<file path="src/rtl/immediate_interpreter_pkg.sv">
// Shared constants and types for the immediate-operand parser.
// Holds the ASCII characters the parser reacts to, the parser state type
// and a delimiter classifier used by the top level.
package immediate_interpreter_pkg;

  localparam logic [7:0] ASCII_SPACE  = 8'h20;
  localparam logic [7:0] ASCII_COMMA  = 8'h2C;
  localparam logic [7:0] ASCII_LPAREN = 8'h28;
  localparam logic [7:0] ASCII_LF     = 8'h0A;
  localparam logic [7:0] ASCII_CR     = 8'h0D;
  localparam logic [7:0] ASCII_MINUS  = 8'h2D;
  localparam logic [7:0] ASCII_ZERO   = 8'h30;
  localparam logic [7:0] ASCII_X_LO   = 8'h78;
  localparam logic [7:0] ASCII_X_UP   = 8'h58;

  typedef enum logic [2:0] {
    ST_IDLE   = 3'd0,
    ST_SIGN   = 3'd1,
    ST_ZERO   = 3'd2,
    ST_DEC    = 3'd3,
    ST_HEXPFX = 3'd4,
    ST_HEX    = 3'd5,
    ST_RETURN = 3'd6,
    ST_ERROR  = 3'd7
  } imm_state_t;

  // True for any character that may terminate an immediate token.
  function automatic logic is_delim(input logic [7:0] c);
    return (c == ASCII_SPACE) || (c == ASCII_COMMA) || (c == ASCII_LPAREN) ||
           (c == ASCII_LF) || (c == ASCII_CR);
  endfunction

endpackage

</file>
<file path="src/rtl/immediate_interpreter_ascii_digit_decode.sv">
// Combinational ASCII digit classifier, shared with the register parser.
// Ports:
//   ascii_i   : input character
//   digit_o   : numeric value of the character (0..15), 0 when not a digit
//   is_dec_o  : character is '0'..'9'
//   is_hex_o  : character is '0'..'9', 'a'..'f' or 'A'..'F'
module ascii_digit_decode (
  input  logic [7:0] ascii_i,
  output logic [3:0] digit_o,
  output logic       is_dec_o,
  output logic       is_hex_o
);

  // Classify the character and extract its nibble value.
  always_comb begin
    digit_o  = 4'd0;
    is_dec_o = 1'b0;
    is_hex_o = 1'b0;
    if ((ascii_i >= 8'h30) && (ascii_i <= 8'h39)) begin
      digit_o  = ascii_i[3:0];
      is_dec_o = 1'b1;
      is_hex_o = 1'b1;
    end else if (((ascii_i >= 8'h61) && (ascii_i <= 8'h66)) ||
                 ((ascii_i >= 8'h41) && (ascii_i <= 8'h46))) begin
      // 'a'/'A' have low nibble 1, so adding 9 yields 10..15.
      digit_o  = ascii_i[3:0] + 4'd9;
      is_hex_o = 1'b1;
    end else begin
      digit_o  = 4'd0;
    end
  end

endmodule

</file>
<file path="src/rtl/immediate_interpreter.sv">
// Immediate-operand parser for the assembler character stream.
// Accepts signed decimal or 0x-prefixed hex, range-checks against an
// IMM_BITS field and returns the two's-complement field plus the delimiter
// that ended the token.
// Ports:
//   clk_in         : system clock
//   rst_in         : asynchronous active-high reset
//   valid_data     : stream qualifier; low returns the parser to idle
//   new_character  : incoming_ascii carries a fresh character this cycle
//   incoming_ascii : character
//   imm_value      : parsed immediate (two's complement), held between parses
//   term_char      : delimiter that ended the last good token
//   done_flag      : one-cycle pulse when imm_value/term_char update
//   error_flag     : high while the parser sits in its error state
module immediate_interpreter
  import immediate_interpreter_pkg::*;
#(
  parameter int IMM_BITS = 12
) (
  input  logic                clk_in,
  input  logic                rst_in,
  input  logic                valid_data,
  input  logic                new_character,
  input  logic [7:0]          incoming_ascii,
  output logic [IMM_BITS-1:0] imm_value,
  output logic [7:0]          term_char,
  output logic                done_flag,
  output logic                error_flag
);

  localparam int AW = IMM_BITS + 1;  // accumulator width
  localparam int WW = IMM_BITS + 5;  // wide enough for acc*10+d and acc<<4|d

  localparam logic [AW-1:0] LIM_NEG     = AW'(1'b1) << (IMM_BITS - 1);
  localparam logic [AW-1:0] LIM_DEC_POS = LIM_NEG - AW'(1'b1);
  localparam logic [AW-1:0] LIM_HEX_POS = (AW'(1'b1) << IMM_BITS) - AW'(1'b1);

  imm_state_t          state_q, state_d;
  logic [AW-1:0]       acc_q, acc_d;
  logic                neg_q, neg_d;
  logic                ovf_q, ovf_d;
  logic [IMM_BITS-1:0] imm_q, imm_d;
  logic [7:0]          term_q, term_d;
  logic                done_q, done_d;
  logic                err_q, err_d;

  logic [3:0]    digit_s;
  logic          is_dec_s;
  logic          is_hex_s;
  logic          take_s;
  logic          delim_s;
  logic          is_x_s;
  logic [WW-1:0] dec_next_s;
  logic [WW-1:0] hex_next_s;
  logic          dec_ovf_s;
  logic          hex_ovf_s;
  logic [AW-1:0] lim_s;
  logic          range_ok_s;
  logic          finish_s;

  ascii_digit_decode u_digit (
    .ascii_i  (incoming_ascii),
    .digit_o  (digit_s),
    .is_dec_o (is_dec_s),
    .is_hex_o (is_hex_s)
  );

  assign take_s  = valid_data && new_character;
  assign delim_s = is_delim(incoming_ascii);
  assign is_x_s  = (incoming_ascii == ASCII_X_LO) || (incoming_ascii == ASCII_X_UP);

  // acc*10 built from shifts; the extra width exposes any overflow.
  assign dec_next_s = (WW'(acc_q) << 3'd3) + (WW'(acc_q) << 3'd1) + WW'(digit_s);
  assign hex_next_s = (WW'(acc_q) << 3'd4) | WW'(digit_s);
  assign dec_ovf_s  = |dec_next_s[WW-1:IMM_BITS];
  assign hex_ovf_s  = |hex_next_s[WW-1:IMM_BITS];

  // Select the magnitude limit for the token being closed.
  always_comb begin
    lim_s = LIM_DEC_POS;
    if (neg_q) begin
      lim_s = LIM_NEG;
    end else if (state_q == ST_HEX) begin
      lim_s = LIM_HEX_POS;
    end else begin
      lim_s = LIM_DEC_POS;
    end
    range_ok_s = !ovf_q && (acc_q <= lim_s);
  end

  // Next-state, accumulator and output-register logic.
  always_comb begin
    state_d  = state_q;
    acc_d    = acc_q;
    neg_d    = neg_q;
    ovf_d    = ovf_q;
    imm_d    = imm_q;
    term_d   = term_q;
    done_d   = 1'b0;
    finish_s = 1'b0;
    if (!valid_data || (state_q == ST_RETURN)) begin
      // RETURN drops whatever character arrives with it.
      state_d = ST_IDLE;
      acc_d   = {AW{1'b0}};
      neg_d   = 1'b0;
      ovf_d   = 1'b0;
    end else if (take_s) begin
      case (state_q)
        ST_IDLE: begin
          if (incoming_ascii == ASCII_SPACE) begin
            state_d = ST_IDLE;
          end else if (incoming_ascii == ASCII_MINUS) begin
            state_d = ST_SIGN;
            neg_d   = 1'b1;
          end else if (incoming_ascii == ASCII_ZERO) begin
            state_d = ST_ZERO;
          end else if (is_dec_s) begin
            state_d = ST_DEC;
            acc_d   = AW'(digit_s);
          end else begin
            state_d = ST_ERROR;
          end
        end
        ST_SIGN: begin
          if (incoming_ascii == ASCII_ZERO) begin
            state_d = ST_ZERO;
          end else if (is_dec_s) begin
            state_d = ST_DEC;
            acc_d   = AW'(digit_s);
          end else begin
            state_d = ST_ERROR;
          end
        end
        ST_ZERO: begin
          if (is_x_s) begin
            state_d = ST_HEXPFX;
          end else if (is_dec_s) begin
            state_d = ST_DEC;
            acc_d   = dec_next_s[AW-1:0];
            ovf_d   = ovf_q | dec_ovf_s;
          end else if (delim_s) begin
            finish_s = 1'b1;
          end else begin
            state_d = ST_ERROR;
          end
        end
        ST_DEC: begin
          if (is_dec_s) begin
            acc_d = dec_next_s[AW-1:0];
            ovf_d = ovf_q | dec_ovf_s;
          end else if (delim_s) begin
            finish_s = 1'b1;
          end else begin
            state_d = ST_ERROR;
          end
        end
        ST_HEXPFX: begin
          if (is_hex_s) begin
            state_d = ST_HEX;
            acc_d   = AW'(digit_s);
          end else begin
            state_d = ST_ERROR;
          end
        end
        ST_HEX: begin
          if (is_hex_s) begin
            acc_d = hex_next_s[AW-1:0];
            ovf_d = ovf_q | hex_ovf_s;
          end else if (delim_s) begin
            finish_s = 1'b1;
          end else begin
            state_d = ST_ERROR;
          end
        end
        ST_RETURN: state_d = ST_IDLE;
        ST_ERROR:  state_d = ST_ERROR;
        default:   state_d = ST_ERROR;
      endcase

      if (finish_s) begin
        if (range_ok_s) begin
          // Without overflow acc_q < 2^IMM_BITS, so the low bits are the whole magnitude.
          state_d = ST_RETURN;
          imm_d   = neg_q ? (~acc_q[IMM_BITS-1:0] + IMM_BITS'(1'b1)) : acc_q[IMM_BITS-1:0];
          term_d  = incoming_ascii;
          done_d  = 1'b1;
        end else begin
          state_d = ST_ERROR;
        end
      end else begin
        done_d = 1'b0;
      end
    end else begin
      state_d = state_q;
    end
    err_d = (state_d == ST_ERROR);
  end

  // State and output registers with asynchronous reset.
  always_ff @(posedge clk_in or posedge rst_in) begin
    if (rst_in) begin
      state_q <= ST_IDLE;
      acc_q   <= {AW{1'b0}};
      neg_q   <= 1'b0;
      ovf_q   <= 1'b0;
      imm_q   <= {IMM_BITS{1'b0}};
      term_q  <= 8'h00;
      done_q  <= 1'b0;
      err_q   <= 1'b0;
    end else begin
      state_q <= state_d;
      acc_q   <= acc_d;
      neg_q   <= neg_d;
      ovf_q   <= ovf_d;
      imm_q   <= imm_d;
      term_q  <= term_d;
      done_q  <= done_d;
      err_q   <= err_d;
    end
  end

  assign imm_value  = imm_q;
  assign term_char  = term_q;
  assign done_flag  = done_q;
  assign error_flag = err_q;

endmodule

</file>
<file path="config.mk">
export PLATFORM = sky130hd
export DESIGN_NAME = immediate_interpreter
export DESIGN_NICKNAME = d
export VERILOG_FILES = /design/src/rtl/immediate_interpreter_pkg.sv /design/src/rtl/immediate_interpreter_ascii_digit_decode.sv /design/src/rtl/immediate_interpreter.sv
export SDC_FILE = /design/constraint.sdc
export NUM_CORES = 1
export LEC_CHECK = 0
export BUFFER_PORTS_ARGS = -buffer_cell sky130_fd_sc_hd__buf_2
export CAP_MARGIN = 20
export CORE_MARGIN = 10
export CORE_UTILIZATION = 55
export DETAILED_ROUTE_END_ITERATION = 8
export PLACE_DENSITY_LB_ADDON = 0.3
export SYNTH_ARGS = -nofsm -noshare
export SYNTH_HDL_FRONTEND = slang
export SYNTH_SLANG_ARGS = --single-unit
export TNS_END_PERCENT = 5
</file>
<file path="constraint.sdc">
create_clock -name clk_in -period 9.35 [get_ports clk_in]
set_clock_uncertainty 0.1 [all_clocks]
set_input_delay 0.935 -clock clk_in [delete_from_list [all_inputs] [get_ports clk_in]]
set_output_delay 0.935 -clock clk_in [all_outputs]
set_load 0.02 [all_outputs]
</file>
=== Word-level counts from Yosys, hierarchy flattened ===
Cells that the tools add are included.

* Flip-flop bits (word level): 40
* Word-level logic and storage cells: 129
* Output and inout bits: 22
* Input bits: 12

* Reductions and logical operators: 26
* Equality and inequality tests: 23
* Bitwise operators: 5
* $lt $le $gt $ge: 7
* Add/subtract/negate cells: 4
* Mux-type cells: 56

{| class="wikitable"
|+ Operators by type and width
! operator !! number
|-
| $mux 13 || 10
|-
| $pmux 13 s6 || 1
|-
| $eq 8x6->1 const B || 5
|-
| $mux 12 || 3
|-
| $mux 3 || 12
|-
| $mux 1 || 24
|-
| $pmux 3 s8 || 1
|-
| $add 16x14->17 || 1
|-
| $add 17x4->17 || 1
|-
| $or 17x4->17 || 1
|-
| $eq 8x4->1 const B || 2
|-
| $eq 8x7->1 const B || 2
|-
| $ge 8x7->1 const B || 2
|-
| $le 8x7->1 const B || 2
|-
| $eq 3x3->1 const B || 5
|-
| $le 13x13->1 || 1
|-
| $add 12x1->12 const B || 1
|-
| $ne 3x3->1 const B || 4
|-
| $not 12->12 || 1
|-
| $reduce_and 4->1 || 3
|-
| $reduce_or 5->1 || 2
|-
| $ge 8x6->1 const B || 1
|-
| $le 8x6->1 const B || 1
|-
| $mux 4 || 2
|-
| 17 further kinds || 33
|}

=== Longest topological paths before layout ===
* Depth after elaboration: 15
* Mapped depth: 16
* Gate-level depth less buffers: 15

=== Modules after synthesis ===
From an unflattened synthesis, not the netlist that was laid out.

* Cells, all modules: 388
* Area total of the unflattened synthesis: 3407.0 sq um

{| class="wikitable"
|+ Modules (own cells, without submodules)
! module !! area an instance (sq um) !! seq. area each (sq um) !! times used !! cells each
|-
| immediate_interpreter || 3193.1 || 1001.0 || 1 || 362
|-
| ascii_digit_decode || 214.0 || 0.0 || 1 || 26
|}

=== Worst setup path after synthesis ===
Ideal clock, no wire load.

* Path type: input to register
* Start point: input incoming_ascii[0]
* End point: register acc_q[12]
* Path slack: 5.207 ns
* Setup time: 0.087 ns
* Buffers on the path: 1
* Stages on the path: 15
* Data arrival time: 3.956 ns
* Path through: inv_1 > ha_1 > or3b_2 > and3_1 > clkbuf_1 > a22o_1 > ha_1 > ha_1 > fa_1 > a21o_1 > a22oi_1 > a21oi_1 > a31oi_1 > nand4_1 > o211ai_1

* Cells in the longest elaborated chain, start to end: 11
* Elaborated cells between the ends (all ways): 38
* Those cells by class: add/sub: 2; order compare: 6; eq/ne: 10; mux: 14; reduce/logical: 6

{| class="wikitable"
|+ RTL lines
! item !! RTL line !! source
|-
| start, declared || immediate_interpreter.sv:24 || <nowiki>input logic [7:0] incoming_ascii,</nowiki>
|-
| $ge 8x7->1, or another cell as far along || immediate_interpreter_ascii_digit_decode.sv:23 || <nowiki>end else if (((ascii_i >= 8'h61) && (ascii_i <= 8'h66)) ||</nowiki>
|-
| $logic_and 1x1->1, on equally long branches || immediate_interpreter_ascii_digit_decode.sv:23, immediate_interpreter_ascii_digit_decode.sv:24 ||
|-
| $logic_or 1x1->1 || immediate_interpreter_ascii_digit_decode.sv:23 ||
|-
| $mux 4 || immediate_interpreter_ascii_digit_decode.sv:23 ||
|-
| $mux 4 || immediate_interpreter_ascii_digit_decode.sv:19 || <nowiki>if ((ascii_i >= 8'h30) && (ascii_i <= 8'h39)) begin</nowiki>
|-
| $add 17x4->17 || immediate_interpreter.sv:73 || <nowiki>assign dec_next_s = (WW'(acc_q) << 3'd3) + (WW'(acc_q) << 3'd1) + WW'(digit_s);</nowiki>
|-
| $mux 13 || immediate_interpreter.sv:137, immediate_interpreter.sv:148 ||
|-
| $mux 13 || immediate_interpreter.sv:135 || <nowiki>if (is_x_s) begin</nowiki>
|-
| $pmux 13 s6 || immediate_interpreter.sv:108 || <nowiki>case (state_q)</nowiki>
|-
| $mux 13 || immediate_interpreter.sv:107 || <nowiki>end else if (take_s) begin</nowiki>
|-
| $mux 13 || immediate_interpreter.sv:101 || <nowiki>if (!valid_data || (state_q == ST_RETURN)) begin</nowiki>
|-
| end signal, assigned || immediate_interpreter.sv:203 || <nowiki>acc_q <= {AW{1'b0}};</nowiki>
|-
| end, declared || immediate_interpreter.sv:39 || <nowiki>logic [AW-1:0] acc_q, acc_d;</nowiki>
|}

Several ways; a longest one is shown, not always the timed one. The select of a mux whose other input is x is not followed.
A chain may end at the register's enable or synchronous reset.

=== Worst setup path after layout ===
Ends and elaborated chain as after synthesis.

==> impl_metrics.toml <==
[floorplanning]
rows = 28
initial_core_util = 0.573
core-area_sq_um = 5990
ios = 34
dieWidth_microns = 99.0
die_area_sq_um = 9800
fp.dieH_microns = 99.0

[sta]
hold_viol = 0
finalCritPeriodShare = 0.460
fmax_mhz = 233
setup_viol = 0
slew_violations = 0
fin_crit_ns = 4.30
fin_setup_tns_ns = 0
relSlewSlack = 0.419
tightest_slew_ns = 0.869
rsz0062_at_grt = "no"

[clocking]
cts_buffer_depth = 2
post_cts_buffers = 0
clk-insertion-delay-late_ns = 0.30
post_cts_resized = 0
ctsHoldBuffers = 0
cts_made_buffers = 5
cts-root-buf = "clkbuf_8"
clkTransAtPathRegs_ns = 0.08
cts_tree = "yes"
clock-sinks = 40
cts_max_level = 2

[finish]
final_cells = 471
diodes = 0
drive_above_1_share = 0.172
fill_cells = 502
stdcell_area_sq_um = 3750
post-route-util = 0.626
final_nets = 451
syn2layout_area_growth_pct = 9.26

[critical_path]
start_kind = "input port"
worstPathArrival_ns = 4.42
r2r_slack_ns = 5.90
worstSetupPathType = "input port to flop"
critPathMaxFanout = 5
cp.required_ns = 9.47
end_kind = "flop"
reg2regPathDepth = 10

[place]
dp_hpwl_microns = 6230
io_buffers = 33
gp_congestion = 0.895
place_area_sq_um = 3630
place_inst = 463

[route]
wl_met2_microns = 3870
via_count = 2966
via_per_inst = 6.30
drt_iter0_markers = 364
wl_met3_microns = 597
wl_per_cell_microns = 17.6
drc = 0
wl_microns = 8280
drtPass1Iterations = 5
m1WireLength_microns = 3700
top_layer = "met4"
drtAntennaViolNets = 0

[synth]
ys_ff_latch = 40
synth-edff-count = 0
synth_area_per_cell_sq_um = 9.32
yosys-top-cells-area = "dfrtp_1, ha_1, mux2_4, o21ai_0, xnor2_1"
synth-seq-area-share = 0.292
ys_types = 57
syn-num-nets = 424
syn_area_sq_um = 3430
synth_top_area_frac = 0.292
netlist_instances = 368
ys.flop_type = "dfrtp_1"
ys_warn_count = 0
async_flop_share = 1.00
yosysMostFrequentCell = "ha_1"
yosys.area.top_type = "dfrtp_1"
synth_commonest_cells = "ha_1, dfrtp_1, o21ai_0, nand2_1, inv_1"

[min_path]
hold_depth = 1
hold_path_class = "flop to flop"

[grt]
grt_pass1_vias = 2820
grt_pass1_wl_microns = 13900
grt_max_degree = 41
track_usage = 0.167
antenna_found_initial = 0
gr-total-overflow = 0

[power_and_ir_drop]
max-vdd-ir-drop_mv = 0.0719
p_per_area_nw_per_um2 = 135
leakagePower_nw = 1.91

[flow_run]
maxCapViolations = 0

[outcome]
status = "completed"
-- worst paths after layout --
path,startpoint,to
hold / removal,term_char[6]$_DFFE_PP0P_,term_char[6]$_DFFE_PP0P_
min in group asynchronous,rst_in,term_char[4]$_DFFE_PP0P_
setup / recovery,incoming_ascii[0],acc_q[12]$_DFFE_PP0P_
hold reg to reg,term_char[6]$_DFFE_PP0P_,term_char[6]$_DFFE_PP0P_
max in group asynchronous,rst_in,acc_q[6]$_DFFE_PP0P_
setup reg to reg,state_q[1]$_DFF_PP0_,imm_value[7]$_DFFE_PP0P_
-- kinds of logic after synthesis --
group / share of synthesized area
adders and majority gates: 0.165
xor gates and xnor gates: 0.0408
DFF: 0.292
and+or+nand+nor: 0.170
AOI/OAI and AO/OA: 0.206
muxes: 0.0835
buffers and inverters: 0.0438
-- worst max-delay path: stages --
cell	delay [ns]
buf_2	0.13
inv_1	0.11
ha_1	0.24
or3b_2	0.49
nand3_1	0.17
o21ai_0	0.11
a22o_1	0.26
ha_1	0.28
ha_1	0.24
fa_1	0.42
a21o_1	0.19
a22oi_1	0.25
a21oi_1	0.16
a31oi_1	0.24
nand4_1	0.11
o211ai_1	0.10
-- placed cells by master, fill, tap and decap left out, types with 7 or more instances in the layout --
master / Yosys / routed
nor2_1: 18 / 18
nand3_1: 7 / 7
buf_2: 3 / 33
nand2_1: 26 / 26
nor3_1: 7 / 7
xnor2_1: 15 / 15
a21oi_1: 18 / 18
inv_1: 19 / 19
mux2_4: 15 / 15
o21ai_0: 28 / 28
ha_1: 42 / 42
dfrtp_1: 40 / 40
-- power by group --
group	switching (mW)	internal, mW
clock	0.0668	0.0804
sequential	0.0247	0.184
combinational	0.0894	0.0605
total	0.181	0.325
-- final cells by class --
type	instances	area, sq um	area share
inverters	19	71.3	0.0190
repair buffers	36	188	0.0501
multi-input cells	293	2280	0.608
flip-flops and latches	40	1000	0.267
clock buffers	5	68.8	0.0184
clock inverters	3	46.3	0.0123
well taps	75	93.8	0.0250
-- layer usage --
metal | GRT usage | up-vias
li1 | - | 1435
met1 | 0.217 | 1412
met2 | 0.267 | 108
met3 | 0.0412 | 11
met4 | 0.0452 | 0
met5 | 0 | -
-- stage by stage --
stage                     setup WS [ns]  hold slack, ns  power, mW
after detailed placement           4.79           0.370      0.359
after floorplan                    5.21           0.435      0.317
after CTS                          5.10           0.389      0.507
after global placement             4.95           0.363      0.355
after global routing               4.83           0.417      0.534
final                              5.05           0.383      0.506
-- registers in the layout, summed over array words and instances (netlist names) --
| register | count |
|---|---|
| imm_value | 12 |
| term_char | 8 |
| error_flag | 1 |
| acc_q | 13 |
| done_flag | 1 |
| neg_q | 1 |
| state_q | 3 |
| ovf_q | 1 |
No activity file was read; power rests on OpenSTA's default activity.
